$ cat src/rtl/core_muldiv.sv
// Iterative RV32M multiply/divide unit: shift-add multiply and restoring divide,
// one bit per cycle, with a fast path for divide-by-zero and signed overflow.
//
// state | meaning
// IDLE  | waiting for a request
// CALC  | 32 shift-add / restoring-divide iterations
// FIX   | apply result sign, select output half
// DONE  | result latched into o_res, o_done pulses on the following cycle
`timescale 1ns/1ps
module core_muldiv #(
   parameter int XLEN = 32
) (
   input  logic            clk,
   input  logic            rst,
   input  logic            i_start,
   input  logic            i_flush,
   input  logic [2:0]      i_funct3,
   input  logic [XLEN-1:0] i_num1u,
   input  logic [XLEN-1:0] i_num2u,
   output logic            o_busy,
   output logic            o_done,
   output logic [XLEN-1:0] o_res
);

   typedef enum logic [1:0] {
      S_IDLE = 2'd0,
      S_CALC = 2'd1,
      S_FIX  = 2'd2,
      S_DONE = 2'd3
   } state_t;

   localparam logic [XLEN-1:0] W_MIN_NEG = {1'b1, {(XLEN-1){1'b0}}};

   state_t              r_state;
   state_t              w_state_nxt;
   logic [4:0]          r_cnt;
   logic [2:0]          r_funct3;
   logic [XLEN-1:0]     r_a;
   logic [2*XLEN-1:0]   r_prod;
   logic                r_neg_p;
   logic                r_neg_r;
   logic [XLEN-1:0]     r_result;
   logic [XLEN-1:0]     r_res;
   logic                r_done;

   logic                w_accept;
   logic                w_is_div;
   logic                w_sgn1;
   logic                w_sgn2;
   logic                w_neg1;
   logic                w_neg2;
   logic [XLEN-1:0]     w_mag1;
   logic [XLEN-1:0]     w_mag2;
   logic                w_div0;
   logic                w_ovf;
   logic                w_fast;
   logic [XLEN-1:0]     w_fast_res;

   logic [XLEN:0]       w_sum;
   logic [XLEN:0]       w_rem_sh;
   logic                w_ge;
   logic [XLEN-1:0]     w_rem_nxt;
   logic [2*XLEN-1:0]   w_p;
   logic [XLEN-1:0]     w_q;
   logic [XLEN-1:0]     w_r;
   logic [XLEN-1:0]     w_fix_res;

   // r_done blocks re-acceptance while the requester still holds i_start
   assign w_accept = (r_state == S_IDLE) && i_start && !i_flush && !r_done;

   assign w_is_div = i_funct3[2];
   assign w_sgn1   = w_is_div ? ~i_funct3[0] : (i_funct3[1:0] != 2'b11);
   assign w_sgn2   = w_is_div ? ~i_funct3[0] : ~i_funct3[1];
   assign w_neg1   = w_sgn1 & i_num1u[XLEN-1];
   assign w_neg2   = w_sgn2 & i_num2u[XLEN-1];
   assign w_mag1   = w_neg1 ? (~i_num1u + 1'b1) : i_num1u;
   assign w_mag2   = w_neg2 ? (~i_num2u + 1'b1) : i_num2u;

   assign w_div0   = w_is_div && (i_num2u == '0);
   assign w_ovf    = w_is_div && !i_funct3[0] && (i_num1u == W_MIN_NEG) && (i_num2u == '1);
   assign w_fast   = w_div0 || w_ovf;

   always_comb begin
      w_fast_res = '0;
      if (w_div0)
         w_fast_res = i_funct3[1] ? i_num1u : '1;
      else if (w_ovf)
         w_fast_res = i_funct3[1] ? '0 : W_MIN_NEG;
   end

   // multiply step: add multiplicand into the upper half, shift right
   assign w_sum = {1'b0, r_prod[2*XLEN-1:XLEN]} + (r_prod[0] ? {1'b0, r_a} : '0);

   // divide step: {remainder, quotient} shifts left, trial-subtract divisor
   assign w_rem_sh  = {r_prod[2*XLEN-1:XLEN], r_prod[XLEN-1]};
   assign w_ge      = (w_rem_sh >= {1'b0, r_a});
   assign w_rem_nxt = w_ge ? (w_rem_sh[XLEN-1:0] - r_a) : w_rem_sh[XLEN-1:0];

   assign w_p = r_neg_p ? (~r_prod + 1'b1) : r_prod;
   assign w_q = r_prod[XLEN-1:0];
   assign w_r = r_prod[2*XLEN-1:XLEN];

   always_comb begin
      w_fix_res = '0;
      if (!r_funct3[2])
         w_fix_res = (r_funct3[1:0] == 2'b00) ? w_p[XLEN-1:0] : w_p[2*XLEN-1:XLEN];
      else if (!r_funct3[1])
         w_fix_res = r_neg_p ? (~w_q + 1'b1) : w_q;
      else
         w_fix_res = r_neg_r ? (~w_r + 1'b1) : w_r;
   end

   always_ff @(posedge clk or posedge rst) begin
      if (rst)
         r_state <= S_IDLE;
      else
         r_state <= w_state_nxt;
   end

   always_comb begin
      w_state_nxt = r_state;
      case (r_state)
         S_IDLE: begin
            if (w_accept)
               w_state_nxt = w_fast ? S_DONE : S_CALC;
         end
         S_CALC: begin
            if (i_flush)
               w_state_nxt = S_IDLE;
            else if (r_cnt == 5'd31)
               w_state_nxt = S_FIX;
         end
         S_FIX: begin
            if (i_flush)
               w_state_nxt = S_IDLE;
            else
               w_state_nxt = S_DONE;
         end
         S_DONE: w_state_nxt = S_IDLE;
         default: w_state_nxt = S_IDLE;
      endcase
   end

   always_ff @(posedge clk or posedge rst) begin
      if (rst) begin
         r_cnt    <= '0;
         r_funct3 <= '0;
         r_a      <= '0;
         r_prod   <= '0;
         r_neg_p  <= 1'b0;
         r_neg_r  <= 1'b0;
         r_result <= '0;
         r_res    <= '0;
         r_done   <= 1'b0;
      end else begin
         r_done <= (r_state == S_DONE);
         if (r_state == S_DONE)
            r_res <= r_result;
         case (r_state)
            S_IDLE: begin
               if (w_accept) begin
                  r_funct3 <= i_funct3;
                  r_neg_p  <= w_neg1 ^ w_neg2;
                  r_neg_r  <= w_neg1;
                  r_cnt    <= '0;
                  if (w_is_div) begin
                     r_a    <= w_mag2;
                     r_prod <= {{XLEN{1'b0}}, w_mag1};
                  end else begin
                     r_a    <= w_mag1;
                     r_prod <= {{XLEN{1'b0}}, w_mag2};
                  end
                  if (w_fast)
                     r_result <= w_fast_res;
               end
            end
            S_CALC: begin
               r_cnt <= r_cnt + 5'd1;
               if (r_funct3[2])
                  r_prod <= {w_rem_nxt, r_prod[XLEN-2:0], w_ge};
               else
                  r_prod <= {w_sum, r_prod[XLEN-1:1]};
            end
            S_FIX: r_result <= w_fix_res;
            default: ;
         endcase
      end
   end

   assign o_busy = (r_state != S_IDLE) || r_done;
   assign o_done = r_done;
   assign o_res  = r_res;

endmodule

$ cat config.mk
export PLATFORM = sky130hd
export DESIGN_NAME = core_muldiv
export DESIGN_NICKNAME = d
export VERILOG_FILES = /design/src/rtl/core_muldiv.sv
export SDC_FILE = /design/constraint.sdc
export NUM_CORES = 1
export LEC_CHECK = 0
export CORE_MARGIN = 3
export CORE_UTILIZATION = 55
export CTS_BUF_LIST = sky130_fd_sc_hd__clkbuf_4
export DETAILED_ROUTE_END_ITERATION = 6
export PLACE_DENSITY = 0.75
export SETUP_SLACK_MARGIN = 0.1
export SYNTH_ARGS = -nofsm -noshare
export SYNTH_HDL_FRONTEND = slang
export SYNTH_SLANG_ARGS = --single-unit
export TNS_END_PERCENT = 1
$ cat constraint.sdc
create_clock -name clk -period 12.9 [get_ports clk]
set_input_delay 2.58 -clock clk [delete_from_list [all_inputs] [get_ports clk]]
set_output_delay 2.58 -clock clk [all_outputs]
set_load 0.02 [all_outputs]
---- Word-level counts from Yosys, hierarchy flattened ----
Cells that the tools add are included.
cells by class
  add/sub/neg operators ................... 8
  magnitude comparators ................... 1
  equal/unequal tests ..................... 10
  multiplexer cells ....................... 32
  bitwise logic cells ..................... 10
  reductions and logical operators ........ 22
operators with widths
  operator               count
  $mux 32                17
  $mux 64                3
  $add 32x1->32 const B  4
  $not 32->32            4
  $pmux 64 s2            1
  $add 64x1->64 const B  1
  $eq 32x32->1 const B   2
  $not 64->64            1
  $pmux 32 s2            1
  $add 32x32->33         1
  $ge 33x32->1           1
  $logic_not 32->1       1
  $sub 32x32->32         1
  $mux 2                 5
  $pmux 5 s2             1
  $pmux 2 s4             1
  $logic_and 1x1->1      7
  $ne 2x2->1 const B     3
  $reduce_and 2->1       3
  $reduce_bool 2->1      3
  $add 5x1->5 const B    1
  $eq 5x5->1 const B     1
  $mux 5                 1
  $eq 2x2->1 const B     2
  10 further kinds       17
word-level totals
  flip-flop bits (word level) ............. 173
  input bits .............................. 71
  output and inout bits ................... 34

---- Logic depth before layout (Yosys ltp) ----
  word-level depth ........................ 9
  depth in mapped cells ................... 16

---- Worst setup path before layout ----
No wires, ideal clock.
  path kind ............................... input port to flip-flop
  start point ............................. input i_num2u[11]
  end point ............................... register r_result[14]
  arrival ................................. 5353 ps
  required time ........................... 12759 ps
  slack ................................... 7406 ps
  stages on the path ...................... 12
  path buffers ............................ 3
  path through ............................ or4_4 > or3_1 > or4_1 > or4_1 > buf_6 > nor2_8 > o21ai_4 > and2_4 > buf_6 > buf_6 > nand2_2 > o311ai_2
on the way
  cells in the longest elaborated chain, start to end .. 7
RTL lines
  item                  line  RTL
  start, declared       19    input logic [XLEN-1:0] i_num2u,
  $eq 32x32->1          80    assign w_ovf = w_is_div && !i_funct3[0] && (i_num1u == W_MIN_NEG) && (i_num2u == '1);
  $logic_and 1x1->1     80
  $mux 32               87    else if (w_ovf)
  $mux 32               85    if (w_div0)
  $mux 32               173   if (w_fast)
  $mux 32               161   if (w_accept) begin
  $pmux 32 s2           159   case (r_state)
  end signal, assigned  174   r_result <= w_fast_res;
  end signal, assigned  184   S_FIX: r_result <= w_fix_res;
  end, declared         42    logic [XLEN-1:0] r_result;
Parallel ways exist; a longest one is shown, timed or not. The select of a mux whose other input is x is not followed.
A chain may end at the register's enable or synchronous reset.

---- Worst setup path in the final report ----
  start point ............................. input i_num2u[9]
  end point ............................... register r_result[0]
Same word-level chain as after synthesis.

==> reports/results.tsv <==
stage	metric	value	unit
outcome	status	finished, violations left	
outcome	violations	design-rule violations	
clock_tree	ctsResizeCount	0	
synth	yosys.cell_types.count	81	
setup_path	worstPathRequired	13.49	ns
synth	synth_seq_area_share	26.8	%
floorplan	die_h	177	µm
clock_tree	cts_tree	yes	
synth	async_flop_share	100	%
cells_and_area	fin_cells	2455	
detailed_routing	top_layer_used	met5	
pwr	clkPwrFrac	9.6	%
pwr	ir_drop	0.249	mV
detailed_routing	vias_per_cell	6.73	
timing	fmax	167	MHz
detailed_routing	routed-wl-met2	25300	µm
timing	timing.final.crit_period	5.99	ns
detailed_routing	vias	16500	
synth	synth_fp_nets	2217	
floorplan	die_w	177	µm
global_route	grt_max_degree	110	
synth	synth.top_cell.area_share	26.8	%
setup_path	r2r_slack	8.09	ns
global_route	antenna_found_initial	3	
timing	timing.slew.headroom	19.6	%
timing	period_share	46.4	%
detailed_routing	remaining_drc_errors	17	
pwr	p_leak	7.13	nW
clock_tree	cts_root_buffer	clkbuf_4	
placement	hpwl	43700	µm
timing	hold_viol	0	
pwr	power_density	197	mW/mm²
clock_tree	clock-sinks	173	
cells_and_area	area_delta_synth_final	8.39	%
floorplan	dieArea	0.0315	mm²
placement	port_buffers	104	
synth	synth_edf_count	0	
global_route	first_global_vias	15000	
detailed_routing	wl_met1	23900	µm
clock_tree	post-cts-setup-buffers	0	
setup_path	crit_arrival	6.58	ns
detailed_routing	ant_nets	0	
setup_path	worst-setup-path-type	in2reg	
timing	finalMaxSlewViolations	0	
cells_and_area	final_cell_mix	nand2_1 (196), o21ai_0 (189), dfrtp_1 (172)	
clock_tree	clock_path_buffers	2	
global_route	grt_usage	36.1	%
detailed_routing	drtIter0Drc	2226	
pwr	netSwitchingFraction	52.9	%
pwr	p_int	0.00162	W
detailed_routing	avgRoutedWirePerCell	23.5	µm
timing	finClkSkew	0.0446	ns
synth	synth_top_flop_cell	dfrtp_1	
synth	yosysWarnings	0	
clock_tree	clk_pin_slew_worst_paths	0.20	ns
clock_tree	clk_latency	0.66	ns
timing	fin_tns_setup	0	ns
floorplan	start_util	56.0	%
cells_and_area	layout-drive-gt1-share	6.33	%
pwr	p_switching	0.00182	W
cells_and_area	nets	2201	
timing	tightest_slew	1.18	ns
detailed_routing	totalWireLength	57800	µm
detailed_routing	wl_met3	6210	µm
timing	setup_viol	0	
placement	gp_congestion	1.02	
global_route	grt_first_pass_wirelength	88100	µm
global_route	overflow	0	
clock_tree	cts-buffers-inserted	17	
synth	synth.top_cells.by_area	dfrtp_1 (27%), o21ai_0 (5.8%), xnor2_1 (5.5%)	
synth	ys_ff_latch	173	
detailed_routing	dr.pass1.iters	7	
synth	syn_avg_cell_area	7.80	µm²
min_path	hold_class	reg2reg	
pwr	pwr-share-comb	60.8	%
setup_path	crit_fanout	6	
floorplan	io_pins	105	
timing	rsz0062_at_grt	false	
setup_path	crit_path_start_kind	primary input	
pwr	seqPwrFrac	29.6	%
synth	syn-cell-area	0.0162	mm²
setup_path	cp-end-kind	flop	
flow_run	cap_violations	0	
cells_and_area	final_common_cell	nand2_1	
floorplan	core	0.0289	mm²
floorplan	num_rows	62	
synth	synth_largest_area_cell	dfrtp_1	
placement	place_inst	2422	
clock_tree	postCtsHoldBufs	0	
synth	syn_inst	2073	
clock_tree	cts_htree_levels	4	
==> Yosys cell counts (39+ instances only) <==
cell type,instances
nor2_1,171
nand2_1,196
xor2_1,93
dfrtp_1,173
xnor2_1,102
o21ai_0,189
clkbuf_1,144
nand3_1,39
mux2i_1,49
ha_1,71
inv_1,68
a211oi_1,68
mux2_2,39
a21oi_1,168
==> metrics by stage <==
stage,total power [W],instance area [µm²],utilization (%),setup WS [ns],hold slack (ns)
3_3_place_gp,0.00301,17200,59.8,6.56,0.465
6_report,0.00345,17500,60.7,6.91,0.505
2_1_floorplan,0.00248,16200,-,5.63,0.442
4_1_cts,0.00338,17500,60.7,7.13,0.511
3_5_place_dp,0.00305,17200,59.8,6.43,0.473
5_1_grt,0.00368,17500,60.7,6.90,0.532
==> registers in the layout, summed over array words and instances (netlist names) <==
signal	flops
r_funct3	3
r_neg_r	1
r_result	32
r_state	2
o_res	32
r_prod	64
r_neg_p	1
r_cnt	5
o_done	1
r_a	32
==> cell families after synthesis <==
family,share of synthesized area (%)
buffers and inverters,5.59
adders and majority gates,5.74
xor gates and xnor gates,10.6
and+or+nand+nor,19.0
AOI/OAI and AO/OA,26.6
muxes,5.75
DFF,26.8
==> routing by layer <==
metal | vias up | GRT usage (%)
met3 | 163 | 6.10
li1 | 7493 | -
met2 | 944 | 55.6
met5 | - | 0
met1 | 7921 | 51.2
met4 | 2 | 13.0
==> worst max-delay path, stage by stage <==
cell	delay, ns
clkdlybuf4s50_1	0.51
or4_4	0.56
or3_1	0.34
or4_1	0.44
or4_1	0.79
a2111oi_0	1.07
a21oi_1	0.06
o21ai_0	0.22
==> final timing paths <==
path / start / endpoint / cells after the start
worst min register to register: r_a[28] / r_a[28] / 2
worst max register to register: r_prod[0] / r_prod[62] / 12
worst max-delay path: i_num2u[9] / r_result[0] / 8
max in group asynchronous: rst / r_prod[17] / 3
min in group asynchronous: rst / r_state[0] / 2
worst min-delay path: r_a[28] / r_a[28] / 2
==> power by group through the flow <==
stage               combinational, W  sequential, W  clock (W)
CTS                          0.00205       0.000997   0.000332
finish                       0.00209        0.00102   0.000332
detailed placement           0.00204        0.00101          0
floorplan                    0.00167       0.000809          0
global route                 0.00230        0.00103   0.000353
global placement             0.00201        0.00100          0
==> layout make-up <==
cell class	instances	area [µm²]
fill	2643	11300
multi-input combinational	1669	11000
sequential	173	4330
timing repair buffer	128	1220
tap	384	480
inverter	68	260
clock inverter	14	148
clock buffer	18	135
antenna	1	2.50
(Power assumes the default switching activity.)
